### config.mk
export PLATFORM = sky130hd
export DESIGN_NAME = forward_hazard_unit
export DESIGN_NICKNAME = d
export VERILOG_FILES = /design/src/rtl/hazard_pkg.sv /design/src/rtl/hazard_stage_reg.sv /design/src/rtl/forward_hazard_unit.sv
export SDC_FILE = /design/constraint.sdc
export NUM_CORES = 1
export LEC_CHECK = 0
export BUFFER_PORTS_ARGS = -buffer_cell sky130_fd_sc_hd__buf_2
export CAP_MARGIN = 10
export CORE_UTILIZATION = 45
export CTS_CLUSTER_DIAMETER = 80
export CTS_CLUSTER_SIZE = 40
export DETAILED_ROUTE_END_ITERATION = 7
export GPL_ROUTABILITY_DRIVEN = 1
export GPL_TIMING_DRIVEN = 0
export PLACE_DENSITY = 0.62
export REMOVE_ABC_BUFFERS = 1
export SLEW_MARGIN = 5
export SYNTH_ARGS = -nofsm -noshare
export SYNTH_HDL_FRONTEND = slang
export SYNTH_HIERARCHICAL = 1
export SYNTH_SLANG_ARGS = --single-unit
### constraint.sdc
create_clock -name clk -period 3.97 [get_ports clk]
set_clock_uncertainty 0.05 [all_clocks]
set_input_delay 0 -clock clk [delete_from_list [all_inputs] [get_ports clk]]
set_output_delay 0 -clock clk [all_outputs]
set_load 0.01 [all_outputs]
### src/rtl/hazard_pkg.sv
// Shared types for the forwarding / hazard unit: operand-mux select codes,
// the shadow pipeline-stage entry and the helpers that compare against it.
package hazard_pkg;

  // EX operand-mux select codes; 2'b11 is never produced.
  localparam logic [1:0] SEL_REG = 2'b00;  // register-file value
  localparam logic [1:0] SEL_MEM = 2'b01;  // MEM-stage ALU result
  localparam logic [1:0] SEL_WB  = 2'b10;  // WB value

  // One shadow copy of a pipeline stage.
  typedef struct packed {
    logic       valid;
    logic       wb_en;
    logic       mem_r_en;
    logic [3:0] dest;
    logic [3:0] src1;
    logic       src1_used;
    logic [3:0] src2;
    logic       src2_used;
  } stage_t;

  // Empty slot: nothing valid, nothing written, nothing loaded.
  localparam stage_t BUBBLE = '{
    valid:     1'b0,
    wb_en:     1'b0,
    mem_r_en:  1'b0,
    dest:      4'h0,
    src1:      4'h0,
    src1_used: 1'b0,
    src2:      4'h0,
    src2_used: 1'b0
  };

  // True when a used source register is produced by a live writer in the entry.
  function automatic logic dest_match(input logic [3:0] src, input logic used,
                                      input stage_t entry);
    return used & entry.valid & entry.wb_en & (entry.dest == src);
  endfunction

  // Youngest-producer-wins operand select. A load in MEM has no data yet,
  // so it is skipped and the WB stage is considered instead.
  function automatic logic [1:0] fwd_select(input logic [3:0] src, input logic used,
                                            input stage_t mem_entry, input stage_t wb_entry);
    logic [1:0] sel;
    if (dest_match(src, used, mem_entry) && !mem_entry.mem_r_en) begin
      sel = SEL_MEM;
    end else if (dest_match(src, used, wb_entry)) begin
      sel = SEL_WB;
    end else begin
      sel = SEL_REG;
    end
    return sel;
  endfunction

endpackage

### src/rtl/hazard_stage_reg.sv
// One shadow pipeline-stage entry. On 'load' it captures either the incoming
// entry or a bubble; otherwise it keeps its contents.
module hazard_stage_reg
  import hazard_pkg::*;
(
  input  logic   clk,
  input  logic   rst,
  input  logic   load,
  input  logic   bubble,
  input  stage_t d,
  output stage_t q
);

  stage_t q_r;

  // Stage register: reset to a bubble, advance when loaded, otherwise hold.
  always_ff @(posedge clk) begin
    if (!rst) begin
      q_r <= BUBBLE;
    end else if (load) begin
      if (bubble) begin
        q_r <= BUBBLE;
      end else begin
        q_r <= d;
      end
    end else begin
      q_r <= q_r;
    end
  end

  assign q = q_r;

endmodule

### src/rtl/forward_hazard_unit.sv
// Forwarding and hazard unit sitting beside ID. It tracks its own shadow copy
// of EX/MEM/WB, drives the EX operand-mux selects from that copy alone, and
// raises a freeze for read-after-write hazards forwarding cannot cover.
module forward_hazard_unit
  import hazard_pkg::*;
#(
  parameter int CNT_W = 16
) (
  input  logic             clk,
  input  logic             rst,
  input  logic             fwd_en,
  input  logic             hold,
  input  logic [3:0]       id_src1,
  input  logic             id_src1_used,
  input  logic [3:0]       id_src2,
  input  logic             id_src2_used,
  input  logic [3:0]       id_dest,
  input  logic             id_wb_en,
  input  logic             id_mem_r_en,
  input  logic             branch_taken,
  output logic [1:0]       sel_src_1,
  output logic [1:0]       sel_src_2,
  output logic             hazard_stall,
  output logic             flush,
  output logic [CNT_W-1:0] stall_count
);

  localparam logic [CNT_W-1:0] CNT_MAX  = {CNT_W{1'b1}};
  localparam logic [CNT_W-1:0] CNT_ONE  = {{(CNT_W-1){1'b0}}, 1'b1};
  localparam logic [CNT_W-1:0] CNT_ZERO = {CNT_W{1'b0}};

  stage_t           id_entry_s;
  stage_t           ex_r;
  stage_t           mem_r;
  stage_t           wb_r;
  logic             advance_s;
  logic             ex_bubble_s;
  logic             src1_ex_hit_s;
  logic             src2_ex_hit_s;
  logic             src1_mem_hit_s;
  logic             src2_mem_hit_s;
  logic             raw_hazard_s;
  logic [CNT_W-1:0] stall_cnt_r;
  logic             unused_fields_s;

  // Package the ID instruction as the entry that will move into EX.
  always_comb begin
    id_entry_s           = BUBBLE;
    id_entry_s.valid     = 1'b1;
    id_entry_s.wb_en     = id_wb_en;
    id_entry_s.mem_r_en  = id_mem_r_en;
    id_entry_s.dest      = id_dest;
    id_entry_s.src1      = id_src1;
    id_entry_s.src1_used = id_src1_used;
    id_entry_s.src2      = id_src2;
    id_entry_s.src2_used = id_src2_used;
  end

  // A memory wait freezes everything; a stall or a squash sends a bubble into EX.
  assign advance_s   = ~hold;
  assign ex_bubble_s = hazard_stall | flush;

  hazard_stage_reg u_ex_stage (
    .clk    (clk),
    .rst    (rst),
    .load   (advance_s),
    .bubble (ex_bubble_s),
    .d      (id_entry_s),
    .q      (ex_r)
  );

  hazard_stage_reg u_mem_stage (
    .clk    (clk),
    .rst    (rst),
    .load   (advance_s),
    .bubble (1'b0),
    .d      (ex_r),
    .q      (mem_r)
  );

  hazard_stage_reg u_wb_stage (
    .clk    (clk),
    .rst    (rst),
    .load   (advance_s),
    .bubble (1'b0),
    .d      (mem_r),
    .q      (wb_r)
  );

  // Operand selects depend only on the shadow stages, so they are stable for
  // the whole cycle an instruction sits in EX.
  always_comb begin
    sel_src_1 = SEL_REG;
    sel_src_2 = SEL_REG;
    if (fwd_en) begin
      sel_src_1 = fwd_select(ex_r.src1, ex_r.src1_used, mem_r, wb_r);
      sel_src_2 = fwd_select(ex_r.src2, ex_r.src2_used, mem_r, wb_r);
    end else begin
      sel_src_1 = SEL_REG;
      sel_src_2 = SEL_REG;
    end
  end

  // Hazard detection: with forwarding only load-use in EX blocks; without it
  // any writer still in EX or MEM blocks. WB writes on the falling edge, so
  // it never blocks.
  always_comb begin
    src1_ex_hit_s  = dest_match(id_src1, id_src1_used, ex_r);
    src2_ex_hit_s  = dest_match(id_src2, id_src2_used, ex_r);
    src1_mem_hit_s = dest_match(id_src1, id_src1_used, mem_r);
    src2_mem_hit_s = dest_match(id_src2, id_src2_used, mem_r);
    if (fwd_en) begin
      raw_hazard_s = ex_r.mem_r_en & (src1_ex_hit_s | src2_ex_hit_s);
    end else begin
      raw_hazard_s = src1_ex_hit_s | src2_ex_hit_s | src1_mem_hit_s | src2_mem_hit_s;
    end
  end

  // A taken branch squashes the ID instruction, so its hazard is irrelevant.
  assign flush        = branch_taken;
  assign hazard_stall = raw_hazard_s & ~branch_taken;

  // Saturating stall-cycle counter; only reset clears it.
  always_ff @(posedge clk) begin
    if (!rst) begin
      stall_cnt_r <= CNT_ZERO;
    end else if (hazard_stall && !hold && (stall_cnt_r != CNT_MAX)) begin
      stall_cnt_r <= stall_cnt_r + CNT_ONE;
    end else begin
      stall_cnt_r <= stall_cnt_r;
    end
  end

  assign stall_count = stall_cnt_r;

  // Shadow fields carried for completeness that no decision here consumes.
  assign unused_fields_s = ^{mem_r.src1, mem_r.src1_used, mem_r.src2, mem_r.src2_used,
                             wb_r.mem_r_en, wb_r.src1, wb_r.src1_used,
                             wb_r.src2, wb_r.src2_used};

endmodule

After elaboration in Yosys (flattened, before gate mapping)
Index checks and enable logic that the tools add are counted.
- register bits after elaboration: 46
- input port bits: 21
- output and inout port bits: 22
- logic and storage cells: 71
- add/subtract/negate cells: 1
- equality and inequality tests: 9
- mux-type cells: 8
- bitwise logic cells: 31
- reductions and logical operators: 6
- operators with widths (kind ; number):
    == test 4 bit ; 8
    bitwise AND 1 bit ; 26
    2-to-1 mux 17 bit ; 1
    adder 16 x 1 -> 16 bit (second input constant) ; 1
    inequality test 16 bit (second input constant) ; 1
    2-to-1 mux 2 bit ; 6
    logical AND 1 bit ; 4
    bitwise OR 1 bit ; 4
    zero test 1 bit ; 2
    2-to-1 mux 1 bit ; 1
    inverter 1 bit ; 1

Logic depth before layout (Yosys ltp)
- depth in word-level cells: 10
- mapped depth: 11
- depth with buffers taken out: 8

Modules after synthesis
Netlist, hierarchy kept.
- modules (own cells, without submodules) (module ; instances ; cells an instance ; area an instance (um^2) ; seq. area each (um^2)):
    hazard_stage_reg ; 3 ; 75 ; 710.7 ; 340.3
    forward_hazard_unit ; 1 ; 169 ; 1318.8 ; 320.3

Least setup slack after synthesis
No wires, ideal clock.
- path kind: reg2reg
- start point: register u_mem_stage.q_r (netlist bit u_mem_stage/q[11])
- end point: register u_ex_stage.q_r (netlist bit u_ex_stage/q[10])
- library setup time: 115 ps
- data arrival time: 1841 ps
- data required time: 3805 ps
- slack: 1964 ps
- stages on the path, launching flop included: 12
- path buffers: 3
- period minus slack after synthesis: 2006 ps
- cells stage by stage: dfxtp_1 -> xnor2_1 -> nand4_1 -> nor4_1 -> nor4_1 -> o21a_1 -> buf_6 -> buf_2 -> nand2b_1 -> nand2b_4 -> buf_6 -> o21ai_2
- longest elaborated chain between the ends: 8
- elaborated cells between the ends (all ways): 10
- those cells by class: eq/ne (2); mux (2); bitwise (6)
- ends and longest elaborated chain (element ; line ; source):
    start, declared ; hazard_stage_reg.sv:14 ; stage_t q_r;
    start signal, assigned ; hazard_stage_reg.sv:27 ; q_r <= q_r;
    == test 4 bit ; hazard_pkg.sv:37 ; return used & entry.valid & entry.wb_en & (entry.dest == src);
    bitwise AND 1 bit ; hazard_pkg.sv:37 ;
    bitwise OR 1 bit ; forward_hazard_unit.sv:115 ; raw_hazard_s = src1_ex_hit_s | src2_ex_hit_s | src1_mem_hit_s | src2_mem_hit_s;
    bitwise OR 1 bit * ; forward_hazard_unit.sv:115 ;
    2-to-1 mux 1 bit * ; forward_hazard_unit.sv:112 ; if (fwd_en) begin
    bitwise AND 1 bit * ; forward_hazard_unit.sv:121 ; assign hazard_stall = raw_hazard_s & ~branch_taken;
    bitwise OR 1 bit * ; forward_hazard_unit.sv:61 ; assign ex_bubble_s = hazard_stall | flush;
    via ex_bubble_s ; forward_hazard_unit.sv:37 ; logic ex_bubble_s;
    2-to-1 mux 17 bit * ; hazard_stage_reg.sv:21 ; if (bubble) begin
    end signal, assigned ; hazard_stage_reg.sv:27 ;
    end, declared ; hazard_stage_reg.sv:14 ;
Mark *: on every way through the listed nets, which the timed path passes. The rest lies on a longest branch.
A chain may end at the register's enable or synchronous reset.

Worst setup path in the final report
- start point: register u_mem_stage.q_r (netlist bit u_mem_stage/q[12])
- end point: register u_ex_stage.q_r (netlist bit u_ex_stage/q[0])
The elaborated chain is that of the path after synthesis.

==> impl.org <==
** CTS
- Clock transition time at the flip-flop clock pins of the worst setup and hold paths :: 0.08 ns
- TritonCTS built the clock tree.
- Root Buffer Master :: sky130_fd_sc_hd__clkbuf_8
- Clock latency at the later pin of the worst-skew pair :: 0.29 ns
- Once the clock tree was built, the resizer swapped 0 gates to a different size.
- CTS hold repair buffers :: 16
- Max Buffers Root-to-Sink :: 2
- The H-tree was split into 2 levels.
- Number of CTS-inserted buffers :: 5
- Clock tree synthesis found a total of 46 sinks.
- Post-CTS setup buffer count :: 0

** Yosys
- Total of warnings raised by yosys :: 6
- The mapped netlist covers 0.00264 sq mm.
- Synthesis produced a netlist whose cell count is 310.
- Post-synthesis average cell area :: 8.52 sq um

** Drt
- In the final routed layout, each cell accounts on average for 13.3 um.
- In the routed design, unresolved DRC markers number 0.
- For this block, the via count after detailed routing is 2,272.
- After the first detailed-routing iteration, the DRC count stood at 142.
- Via/cell ratio :: 5.35
- Final routed wirelength across all metal layers :: 5650 um
- The detail route stage leaves a number of antenna-violating nets equal to 0.
- Number of detailed-route iterations in the first pass :: 4

** Timing
- In the finished design, the share of the clock period the worst path needs comes to 0.658.
- The routed design could run at a clock period as short as 2.61 ns.
- Total count of hold-check failures in the final report :: 0
- F_max :: 383 MHz
- The worst pin sits at a relative slew slack of 0.258.
- Pins over their slew limit :: 0
- Setup repair after global routing left no endpoint under its margin.
- Sum Neg Setup Slack :: 0 ns
- Final setup violating endpoints :: 0
- At the pin with the least slew margin, the transition time is 1.11 ns.

** Setup path
- The worst setup path is launched from a flop.
- Data arrives at the worst endpoint at 2.78 ns.
- Setup crit end kind :: flop
- Number of cells traversed by the worst register-to-register path :: 7
- The worst register-to-register path begins at u_mem_stage/q[12]$_SDFFE_PN0P_.
- The most critical setup path has its startpoint at u_mem_stage/q[12]$_SDFFE_PN0P_.
- In this run the critical register-to-register path is captured at u_ex_stage/q[0]$_SDFFE_PN0P_.
- Category of the most critical setup path :: flop to flop
- CP required :: 4.13 ns
- CP Max Fanout :: 32
- Flop-to-flop setup slack :: 1.36 ns

** Die
- Placeable core region :: 0.00557 sq mm
- Die area :: 0.00618 sq mm
- Floorplan die height :: 78.6 um
- Die span in x :: 78.6 um
- The initialized floorplan defines 27 standard-cell rows.
- Effective utilization at floorplan :: 0.474
- 43 I/O pins were placed.

** Hold path
- Launch point of the worst hold path :: branch_taken
- The worst hold path belongs to the class input pin to flop.
- The worst hold path was traced through 4 stages.
- Worst hold path endpoint :: u_ex_stage/q[15]$_SDFFE_PN0P_

** Global routing
- Summed over all layers, the global routing overflow is 0.
- Entering global routing, the biggest net connects 67 pins.
- For this run, the total global-route usage over all layers was measured as 0.197.
- Number of global-route vias before repair :: 2,055
- The number of antenna violations at the first check in global routing is 0.
- Wire length of the first global-routing pass :: 9770 um

** Cells and area
- The final layout contains 375 nets.
- The finished layout holds 425 standard cells, fillers aside.
- Summing all multi-input logic gate instances after layout gives 0.00155 sq mm.
- Area Overhead vs Synth :: 15.1%
- In the final layout, the share of cells above drive strength 1 is 0.204.
- The sequential cells in the finished layout cover a total of 921 sq um.
- The filler cells instantiated in the layout total 563.
- Antenna Diode Count :: 0

** Power
- Leakage power figure :: 1.19 nW
- Max rail drop VDD :: 144 uV
- In this run the power density over the cells is 276 mW/mm^2.

** Placed design
- Input and output buffers added on the ports amount to 42.
- Half-perimeter wire length after placement :: 3840 um
- At the end of routability-driven placement, the weighted congestion stood at 0.770.
- Total instance count after detailed placement :: 402

** Flow run
- Number of violations of the max-capacitance limit :: 0

** Outcome
- Status :: complete, no violations
per-stage QoR:
step / setup slack, ns / total power, W / cell area [sq um] / hold WS (ns) / utilization
finish: 1.36 / 0.000838 / 3040 / 0.0621 / 0.545
global route: 1.09 / 0.000878 / 3040 / 0.0809 / 0.545
CTS: 1.34 / 0.000850 / 3040 / 0.0587 / 0.545
detailed placement: 1.36 / 0.000570 / 2800 / 0.172 / 0.503
global placement: 0.457 / 0.000568 / 2790 / 0.177 / 0.500
floorplan: 1.17 / 0.000532 / 2490 / -0.0500 / -
registers in the layout, summed over array words and instances (netlist names):
| signal | cells |
|---|---|
| stall_count | 16 |
| u_mem_stage/q | 7 |
| u_ex_stage/q | 17 |
| u_wb_stage/q | 6 |
cells in the final DEF, fill, tap and decap left out, types with 3 or more instances in the layout:
cell                            instances
sky130_fd_sc_hd__nand2b_1               3
sky130_fd_sc_hd__xnor2_1               12
sky130_fd_sc_hd__o21ai_0               11
sky130_fd_sc_hd__o31ai_1               11
sky130_fd_sc_hd__nand4b_1               4
sky130_fd_sc_hd__clkbuf_8               5
sky130_fd_sc_hd__nor3_1                 3
sky130_fd_sc_hd__o21ai_2               17
sky130_fd_sc_hd__nand3b_1              30
sky130_fd_sc_hd__inv_1                  7
sky130_fd_sc_hd__xor2_1                20
sky130_fd_sc_hd__or3_1                  3
sky130_fd_sc_hd__dlygate4sd3_1         16
sky130_fd_sc_hd__nand4_1                3
sky130_fd_sc_hd__nor2_1                 9
sky130_fd_sc_hd__and2_1                 3
sky130_fd_sc_hd__conb_1                 5
sky130_fd_sc_hd__or4_1                 11
sky130_fd_sc_hd__nand3_1               16
sky130_fd_sc_hd__nand2b_4               3
sky130_fd_sc_hd__buf_2                 42
sky130_fd_sc_hd__nor4_1                 7
sky130_fd_sc_hd__a21oi_1               13
sky130_fd_sc_hd__nand2_1               37
sky130_fd_sc_hd__dfxtp_1               46
how the worst max path moves through the flow:
stage                                   endpoint  slack [ns]  cells after the start
floorplan           stall_count[10]$_SDFFE_PN0P_        1.17                      6
global placement     stall_count[5]$_SDFFE_PN0P_        0.46                      6
detailed placement  u_ex_stage/q[0]$_SDFFE_PN0P_        1.36                      7
CTS                 u_ex_stage/q[0]$_SDFFE_PN0P_        1.34                      7
global route        u_ex_stage/q[0]$_SDFFE_PN0P_        1.09                      7
finish              u_ex_stage/q[0]$_SDFFE_PN0P_        1.36                      7
routing by layer:
metal  routed length (um)  track usage
met4                   76       0.0704
met1                 2900        0.268
met5                    0            0
met2                 2490        0.310
met3                  183       0.0337
power by group:
part,switching [W],internal (W),total (W),leakage (nW)
clock network,0.000146,0.000122,0.000268,0.0383
registers,0.00000960,0.000469,0.000478,0.372
logic,0.0000499,0.0000427,0.0000926,0.780
final cells by class:
| type | instances | share of cell area |
|---|---|---|
| Tap cell | 72 | 0.0297 |
| Sequential cell | 46 | 0.303 |
| Inverter | 7 | 0.00865 |
| Clock buffer | 7 | 0.0251 |
| Multi-Input combinational cell | 234 | 0.509 |
| Timing Repair Buffer | 59 | 0.124 |
critical path, stage by stage, from the launching register on:
cell,delay (ns)
sky130_fd_sc_hd__dfxtp_1,0.55
sky130_fd_sc_hd__xor2_1,0.19
sky130_fd_sc_hd__nor4_1,0.07
sky130_fd_sc_hd__nor4_1,0.22
sky130_fd_sc_hd__o21a_1,0.77
sky130_fd_sc_hd__nand2b_1,0.14
sky130_fd_sc_hd__nand2b_4,0.29
sky130_fd_sc_hd__o21ai_0,0.24
Power figures use the tool's default switching activity.
